### src/rtl/keypad_scanner_pkg.sv
// Shared definitions for the 4x4 keypad scanner:
// FSM encodings, matrix size and mode key codes.
package keypad_scanner_pkg;

  localparam int NUM_ROWS = 4;
  localparam int NUM_COLS = 4;

  localparam logic [1:0] KS_SCAN     = 2'd0;
  localparam logic [1:0] KS_DEBOUNCE = 2'd1;
  localparam logic [1:0] KS_HELD     = 2'd2;
  localparam logic [1:0] KS_RELEASE  = 2'd3;

  // Codes the state controller maps to modes.
  localparam logic [3:0] KC_LIGHT = 4'h0;
  localparam logic [3:0] KC_DRAW  = 4'h1;
  localparam logic [3:0] KC_ERASE = 4'h2;
  localparam logic [3:0] KC_CLEAR = 4'h3;

  // Index of the lowest active-low column.
  function automatic logic [1:0] low_col(
    input logic [3:0] c
  );
    logic [1:0] r;
    r = 2'd0;
    for (int i = 3; i >= 0; i--) begin
      if (!c[i]) r = 2'(i);
    end
    return r;
  endfunction

endpackage

### src/rtl/keypad_scanner_scan_divider.sv
// Free-running tick generator: one-clock pulse
// every DIV clocks. Shared with the display refresh.
module scan_divider #(
  parameter int DIV = 4
) (
  input  logic i_clk,
  input  logic i_rst,
  output logic o_tick
);

  localparam int W = (DIV > 1) ? $clog2(DIV) : 1;
  localparam logic [W-1:0] LAST = W'(DIV - 1);

  logic [W-1:0] r_cnt;

  // Count 0..DIV-1 and wrap.
  always_ff @(posedge i_clk) begin
    if (i_rst) begin
      r_cnt <= '0;
    end else if (r_cnt == LAST) begin
      r_cnt <= '0;
    end else begin
      r_cnt <= r_cnt + 1'b1;
    end
  end

  assign o_tick = (r_cnt == LAST);

endmodule

### src/rtl/keypad_scanner.sv
// 4x4 matrix keypad scanner with debounce.
// Define KEY_REPEAT_EN for held-key auto-repeat.
module keypad_scanner
  import keypad_scanner_pkg::*;
#(
  parameter int SCAN_DIV       = 50000,
  parameter int DEBOUNCE_TICKS = 4,
  parameter int REPEAT_DELAY   = 100,
  parameter int REPEAT_RATE    = 20
) (
  input  logic       clk,
  input  logic       rst,
  input  logic [3:0] col_in,
  output logic [3:0] row_out,
  output logic [3:0] key_code,
  output logic       key_valid,
  output logic       key_down
);

  localparam int DW =
    (DEBOUNCE_TICKS > 1) ? $clog2(DEBOUNCE_TICKS) : 1;
  localparam logic [DW-1:0] DEB_LAST =
    DW'(DEBOUNCE_TICKS - 1);

  logic                        w_tick;
  logic                        w_col_bit;
  logic                        w_any_low;
  logic [NUM_COLS-1:0]         r_sync1;
  logic [NUM_COLS-1:0]         r_col_s;
  logic [$clog2(NUM_ROWS)-1:0] r_row_idx;
  logic [1:0]                  r_state;
  logic [1:0]                  r_cand;
  logic [DW-1:0]               r_deb_cnt;
  logic [3:0]                  r_key_code;
  logic                        r_key_valid;
  logic                        r_key_down;

`ifdef KEY_REPEAT_EN
  localparam int RMAX = (REPEAT_DELAY > REPEAT_RATE)
    ? REPEAT_DELAY : REPEAT_RATE;
  localparam int RW = $clog2(RMAX + 1);
  localparam logic [RW-1:0] REP_DLY  = RW'(REPEAT_DELAY);
  localparam logic [RW-1:0] REP_RATE = RW'(REPEAT_RATE);
  logic [RW-1:0] r_rep_cnt;
`else
  logic [31:0] w_unused_rep;
  assign w_unused_rep = REPEAT_DELAY ^ REPEAT_RATE;
`endif

  scan_divider #(
    .DIV (SCAN_DIV)
  ) u_div (
    .i_clk  (clk),
    .i_rst  (rst),
    .o_tick (w_tick)
  );

  assign w_col_bit = r_col_s[r_cand];
  assign w_any_low = (r_col_s != 4'hF);
  assign row_out   = ~(4'b0001 << r_row_idx);
  assign key_code  = r_key_code;
  assign key_valid = r_key_valid;
  assign key_down  = r_key_down;

  // Two-stage synchroniser; idles high like the pull-ups.
  always_ff @(posedge clk) begin
    if (rst) begin
      r_sync1 <= 4'hF;
      r_col_s <= 4'hF;
    end else begin
      r_sync1 <= col_in;
      r_col_s <= r_sync1;
    end
  end

  // Scan/debounce FSM; every decision waits for a tick.
  always_ff @(posedge clk) begin
    if (rst) begin
      r_state     <= KS_SCAN;
      r_row_idx   <= '0;
      r_cand      <= '0;
      r_deb_cnt   <= '0;
      r_key_code  <= '0;
      r_key_valid <= 1'b0;
      r_key_down  <= 1'b0;
`ifdef KEY_REPEAT_EN
      r_rep_cnt   <= REP_DLY;
`endif
    end else begin
      r_key_valid <= 1'b0;
      if (w_tick) begin
        unique case (r_state)
          KS_SCAN: begin
            if (!w_any_low) begin
              r_row_idx <= r_row_idx + 1'b1;
            end else begin
              r_cand    <= low_col(r_col_s);
              r_deb_cnt <= '0;
              r_state   <= KS_DEBOUNCE;
            end
          end
          KS_DEBOUNCE: begin
            if (w_col_bit) begin
              r_state   <= KS_SCAN;
              r_row_idx <= r_row_idx + 1'b1;
            end else if (r_deb_cnt == DEB_LAST) begin
              r_key_code  <= {r_row_idx, r_cand};
              r_key_valid <= 1'b1;
              r_key_down  <= 1'b1;
              r_state     <= KS_HELD;
`ifdef KEY_REPEAT_EN
              r_rep_cnt   <= REP_DLY;
`endif
            end else begin
              r_deb_cnt <= r_deb_cnt + 1'b1;
            end
          end
          KS_HELD: begin
            if (w_col_bit) begin
              r_deb_cnt <= '0;
              r_state   <= KS_RELEASE;
            end else begin
`ifdef KEY_REPEAT_EN
              if (r_rep_cnt <= RW'(1)) begin
                r_key_valid <= 1'b1;
                r_rep_cnt   <= REP_RATE;
              end else begin
                r_rep_cnt <= r_rep_cnt - 1'b1;
              end
`endif
            end
          end
          KS_RELEASE: begin
            if (!w_col_bit) begin
              r_state   <= KS_HELD;
`ifdef KEY_REPEAT_EN
              r_rep_cnt <= REP_DLY;
`endif
            end else if (r_deb_cnt == DEB_LAST) begin
              r_key_down <= 1'b0;
              r_state    <= KS_SCAN;
              r_row_idx  <= r_row_idx + 1'b1;
            end else begin
              r_deb_cnt <= r_deb_cnt + 1'b1;
            end
          end
          default: r_state <= KS_SCAN;
        endcase
      end
    end
  end

endmodule

### config.mk
export PLATFORM = sky130hd
export DESIGN_NAME = keypad_scanner
export DESIGN_NICKNAME = d
export VERILOG_FILES = /design/src/rtl/keypad_scanner_pkg.sv /design/src/rtl/keypad_scanner_scan_divider.sv /design/src/rtl/keypad_scanner.sv
export SDC_FILE = /design/constraint.sdc
export NUM_CORES = 1
export LEC_CHECK = 0
export CAP_MARGIN = 20
export CORE_MARGIN = 10
export CORE_UTILIZATION = 55
export DETAILED_ROUTE_END_ITERATION = 10
export PLACE_DENSITY_LB_ADDON = 0.05
export SYNTH_ARGS = -nofsm -noshare
export SYNTH_HDL_FRONTEND = slang
export SYNTH_HIERARCHICAL = 1
export SYNTH_SLANG_ARGS = --single-unit
### constraint.sdc
create_clock -name clk -period 2.7 [get_ports clk]
set_input_delay 0.675 -clock clk [delete_from_list [all_inputs] [get_ports clk]]
set_output_delay 0.675 -clock clk [all_outputs]
set_load 0.02 [all_outputs]
==> flow_summary_export.csv, run 1 <==
group,metric,value,unit
run_status,status,"completed",
placed_design,io_buffers,15,
grt,grt_overflow_total,0,
min_path,hold_path_depth,1,
synthesis,yosys.area.top_type,"dfxtp_1",
floorplan,fp.dieW,77.6,um
routing,dr.pass1.iters,4,
power_and_ir_drop,p_sw_frac,0.221,
cts,h-tree-depth,2,
synthesis,yosysMostFrequentCell,"dfxtp_1",
synthesis,ys_top_cells_by_area,"dfxtp_1 42%, xnor2_1 6.3%, nor2_1 5.4%",
synthesis,syn_nets,210,
floorplan,placementRows,20,
synthesis,synth_flop_cell,"dfxtp_1",
min_path,hp-start,"r_sync1[0]$_SDFF_PP1_",
synthesis,synthXorXnorAreaFrac,0.0673,
floorplan,coreArea,0.00310,mm^2
synthesis,synthArstFlopShare,0,
cts,cts_tree,"done",
sta,setup_tns,0,ps
min_path,hp-class,"reg2reg",
synthesis,yosys.area_share.simple,0.239,
synthesis,muxShareOfSynthArea,0.0577,
power_and_ir_drop,power.leakage,0.679,nW
layout,fin_nets,224,
layout,area_growth,11.2,%
placed_design,dp_cells,248,
floorplan,die_h,77.6,um
grt,antenna_found_initial,0,
routing,wl_per_cell,13.5,um
sta,hold_violations,0,
job,max-cap-violations,0,
synthesis,synth_area,0.00182,mm^2
worst_setup_path,r2r-end,"r_deb_cnt[1]$_SDFFE_PP0P_",
power_and_ir_drop,peakVddDrop,0.271,mV
routing,ant_nets,0,
floorplan,dieArea,0.00601,mm^2
grt,grt_pass1_vias,1396,
synthesis,ys_ff_latch,38,
cts,cts-root-buf,"clkbuf_4",
floorplan,start_util,0.587,
synthesis,yosys.cell_types.count,42,
power_and_ir_drop,power_density,451,mW/mm^2
cts,clock_latency,340,ps
floorplan,io_pins,16,
min_path,hold_path_end,"r_col_s[0]$_SDFF_PP1_",
worst_setup_path,path_max_fanout,6,
sta,maxSlewViolCount,0,
grt,grt_pass1_wl,6.20,mm
sta,fmaxAchievable,415,MHz
routing,initialDrtViolationCount,112,
worst_setup_path,setup.worst_path.class,"reg2out",
worst_setup_path,ff2ff_setup_slack,500,ps
routing,via_per_inst,5.56,
cts,cts_buffer_depth,2,
power_and_ir_drop,combPwrFrac,0.055,
sta,rsz0062_at_grt,"false",
sta,period_share,0.894,
cts,cts_inserted_buffers,5,
cts,cts_resized,0,
synthesis,ys_warn_count,6,
power_and_ir_drop,power.internal,0.711,mW
layout,drive_gt1_frac,0.110,
sta,period_needed,2410,ps
cts,cts_setup_buffers,0,
synthesis,synth.top_cell.area_share,0.418,
layout,finalNonFillerCells,254,
worst_setup_path,regToRegStartpoint,"u_div/r_cnt[0]$_SDFF_PP0_",
synthesis,yosys.area_share.adder,0.0481,
synthesis,syn_avg_cell_area,9.25,um^2
layout,insertedDiodeCount,0,
worst_setup_path,crit_required,2030,ps
power_and_ir_drop,seq_power_share,0.634,
worst_setup_path,worstRegToRegCells,7,
power_and_ir_drop,pwr-share-clk,0.312,
routing,post-route-drc-count,0,
sta,worstMarginPinSlew,529,ps
synthesis,synth_compound_area_frac,0.102,
synthesis,synth_top_family_by_area,"simple AND/OR/NAND/NOR gates",
power_and_ir_drop,power_switching,0.202,mW
worst_setup_path,end_kind,"output port",
sta,setup_violations,0,
synthesis,synth-edff-count,0,
placed_design,gp_congestion,0.895,
grt,grt_usage,0.121,
routing,num_vias,1411,
cts,cts.sinks,38,
grt,grt_start_max_net_pins,17,
sta,fin_skew,14.4,ps
cts,clk_pin_slew,110,ps
worst_setup_path,start_kind,"flop",
placed_design,hpwl,2.56,mm
synthesis,synth_seq_area_share,0.418,
worst_setup_path,arrival,1740,ps
synthesis,syn_inst,197,
cts,holdBufCountCts,0,
sta,relSlewSlack,0.643,
routing,finalWirelength,3.44,mm
synthesis,ys_top_cells_by_count,"38 x dfxtp_1, 26 x nor2_1, 15 x inv_1, 13 x xnor2_1, 9 x nand2_1",
==> worst max path at each step <==
stage | slack (ps) | cells past startpoint | endpoint | startpoint
finish | 290 | 4 | row_out[2] | r_row_idx[0]$_SDFFE_PP0P_
CTS | 260 | 4 | row_out[2] | r_row_idx[0]$_SDFFE_PP0P_
global placement | 580 | 7 | r_deb_cnt[1]$_SDFFE_PP0P_ | u_div/r_cnt[0]$_SDFF_PP0_
global route | 200 | 4 | row_out[2] | r_row_idx[0]$_SDFFE_PP0P_
detailed placement | 500 | 7 | r_deb_cnt[1]$_SDFFE_PP0P_ | u_div/r_cnt[0]$_SDFF_PP0_
floorplan | 660 | 7 | key_code[0]$_SDFFE_PP0P_ | u_div/r_cnt[11]$_SDFF_PP0_
==> placed cells by master (no fill, tap or decap), drive strengths merged, types with 7 or more instances in the layout <==
master and n:
dfxtp 38, nor2 26, inv 15, clkdlybuf4s50 15
xnor2 13, nand2 9, or2 9, nand3 7
nand4 7, ha 7, nor4 7
==> flip-flops by register name, summed over array words and instances (netlist names), named ones only <==
signal	count
u_div/r_cnt	16
key_code	4
r_col_s	4
r_sync1	4
r_cand	2
r_deb_cnt	2
r_row_idx	2
key_down	1
key_valid	1
r_state	1
==> logic make-up after synthesis <==
kind of cell | after synthesis
simple gates | 80
flops | 38
mux | 9
xor+xnor | 14
buf+inv | 25
compound gates | 24
fa+ha+maj | 7
==> cell type report <==
class	count	area, um^2
multi-input combinational	134	937
sequential	38	761
tap	44	55.1
clock buffer	6	51.3
timing repair buffer	17	165
fill	288	1080
inverter	15	56.3
==> per-layer routing <==
metal	share of wire	track usage
met1	0.47	0.157
met2	0.45	0.183
met3	0.065	0.0334
met4	0.017	0.0511
met5	0	0
==> power by group through the flow <==
stage               Sequential (mW)  Combinational (mW)  Clock (mW)
finish                        0.579              0.0501       0.285
global route                  0.581              0.0568       0.323
CTS                           0.579              0.0506       0.298
detailed placement            0.592              0.0502           0
global placement              0.591              0.0487           0
floorplan                     0.592              0.0352           0
==> per-stage QoR <==
stage | utilization | area [um^2] | worst slack (ps) | total power, mW | hold WS (ps)
3_3_place_gp | 0.636 | 1970 | 579 | 0.639 | 393
6_report | 0.653 | 2030 | 288 | 0.913 | 414
4_1_cts | 0.653 | 2030 | 262 | 0.927 | 416
5_1_grt | 0.653 | 2030 | 203 | 0.960 | 439
2_1_floorplan | - | 1820 | 661 | 0.627 | 389
3_5_place_dp | 0.636 | 1970 | 500 | 0.642 | 392
==> critical path, cell delays in order (launching register included) <==
cell and delay, ps:
dfxtp_1 450, inv_1 110, ha_1 200, inv_1 50
clkdlybuf4s50_1 600
No activity file was read; power rests on OpenSTA's default activity.
==> inputs of run 2 (changes only) <==
- MAX_ROUTING_LAYER: unset -> met4
==> run 2 against run 1 <==
Effect of this change: clock skew unchanged; combinational power about the same; via count unchanged; final cell count unchanged.
==> flow_summary_export.csv, run 2 (same netlist as run 1, synthesis figures left out) <==
group,metric,value,unit
run_status,status,"completed",
cts,cts-root-buf,"clkbuf_4",
job,max-cap-violations,0,
cts,cts_setup_buffers,0,
routing,ant_nets,0,
cts,cts.sinks,38,
worst_setup_path,regToRegStartpoint,"u_div/r_cnt[0]$_SDFF_PP0_",
worst_setup_path,ff2ff_setup_slack,500,ps
cts,cts_resized,0,
placed_design,dp_cells,248,
min_path,hp-class,"reg2reg",
grt,grt_pass1_wl,6.20,mm
cts,cts_buffer_depth,2,
power_and_ir_drop,peakVddDrop,0.271,mV
worst_setup_path,crit_required,2030,ps
floorplan,placementRows,20,
placed_design,gp_congestion,0.910,
routing,dr.pass1.iters,4,
worst_setup_path,arrival,1740,ps
layout,largest_register_ffs,16,
cts,clk_pin_slew,110,ps
grt,grt_overflow_total,0,
worst_setup_path,cp-startpoint,"r_row_idx[0]$_SDFFE_PP0P_",
cts,clock_latency,340,ps
floorplan,coreArea,0.00310,mm^2
floorplan,io_pins,16,
floorplan,dieArea,0.00601,mm^2
sta,worstMarginPinSlew,529,ps
layout,area_growth,11.2,%
routing,via_per_inst,5.56,
grt,antenna_found_initial,0,
layout,insertedDiodeCount,0,
cts,holdBufCountCts,0,
sta,hold_ws,414,ps
power_and_ir_drop,power_density,451,mW/mm^2
worst_setup_path,cp-endpoint,"row_out[2]",
sta,period_needed,2410,ps
sta,setup_tns,0,ps
layout,final_cell_mix,"38 x dfxtp_1, 26 x nor2_1, 15 x inv_1, 15 x clkdlybuf4s50_1, 13 x xnor2_1",
worst_setup_path,path_max_fanout,6,
sta,relSlewSlack,0.643,
sta,setup_violations,0,
sta,maxSlewViolCount,0,
cts,h-tree-depth,2,
routing,post-route-drc-count,0,
grt,grt_start_max_net_pins,17,
layout,largest-register,"u_div/r_cnt",
layout,finalNonFillerCells,254,
sta,period_share,0.893,
worst_setup_path,worstRegToRegCells,7,
placed_design,io_buffers,15,
sta,hold_violations,0,
floorplan,fp.dieW,77.6,um
floorplan,start_util,0.587,
layout,fin_nets,224,
routing,wl_per_cell,13.5,um
floorplan,die_h,77.6,um
layout,drive_gt1_frac,0.110,
sta,fin_skew,14.4,ps
cts,cts_inserted_buffers,5,
cts,cts_tree,"done",
worst_setup_path,start_kind,"flop",
worst_setup_path,r2r-end,"r_deb_cnt[1]$_SDFFE_PP0P_",
worst_setup_path,end_kind,"output port",
routing,initialDrtViolationCount,113,
layout,layout_commonest_cell,"dfxtp_1",
routing,num_vias,1411,
sta,fmaxAchievable,415,MHz
sta,rsz0062_at_grt,"false",
power_and_ir_drop,power.leakage,0.679,nW
grt,grt_pass1_vias,1396,
placed_design,hpwl,2.56,mm
routing,finalWirelength,3.43,mm
grt,grt_usage,0.124,
worst_setup_path,setup.worst_path.class,"reg2out",
[run 2: cell counts in the layout (fill, tap and decap cells not counted)]
Identical to the previous run, type by type.
[run 2: how the worst min path moves through the flow]
stage / end / slack, ps / startpoint / depth (start not counted)
5_1_grt: r_col_s[1]$_SDFF_PP1_ / 440 / r_sync1[1]$_SDFF_PP1_ / 1
3_5_place_dp: r_col_s[0]$_SDFF_PP1_ / 390 / r_sync1[0]$_SDFF_PP1_ / 1
3_3_place_gp: r_col_s[2]$_SDFF_PP1_ / 390 / r_sync1[2]$_SDFF_PP1_ / 1
6_report: r_col_s[0]$_SDFF_PP1_ / 410 / r_sync1[0]$_SDFF_PP1_ / 1
4_1_cts: r_col_s[0]$_SDFF_PP1_ / 420 / r_sync1[0]$_SDFF_PP1_ / 1
2_1_floorplan: r_col_s[0]$_SDFF_PP1_ / 390 / r_sync1[0]$_SDFF_PP1_ / 1
[run 2: stage by stage]
step,utilization,worst slack (ps),power [mW],cell area [um^2]
floorplan,-,661,0.627,1820
global placement,0.636,579,0.639,1970
detailed placement,0.636,500,0.642,1970
CTS,0.653,262,0.927,2030
global route,0.653,203,0.960,2030
finish,0.653,288,0.913,2030
[run 2: per-layer routing]
metal	global-route usage	up-vias	wire length [um]
met1	0.157	648	1620
li1	-	715	-
met4	0.0511	0	59
met5	-	-	0
met2	0.183	41	1530
met3	0.0334	7	223
[run 2: worst max-delay path: stages, from the launching register on]
cell and delay (ps):
dfxtp_1 450, inv_1 110, ha_1 200, inv_1 50, clkdlybuf4s50_1 600
[run 2: where the power goes]
part	leakage (nW)	switching, mW	internal [mW]
clock network	0.0302	0.167	0.117
registers	0.309	0.00762	0.571
logic	0.340	0.0271	0.0230
total	0.679	0.202	0.711
[run 2: cell type report]
type	count	area, um^2
fillers	288	1080
multi-input cells	134	937
flip-flops and latches	38	761
repair buffers	17	165
inverters	15	56.3
well taps	44	55.1
clock buffers	6	51.3
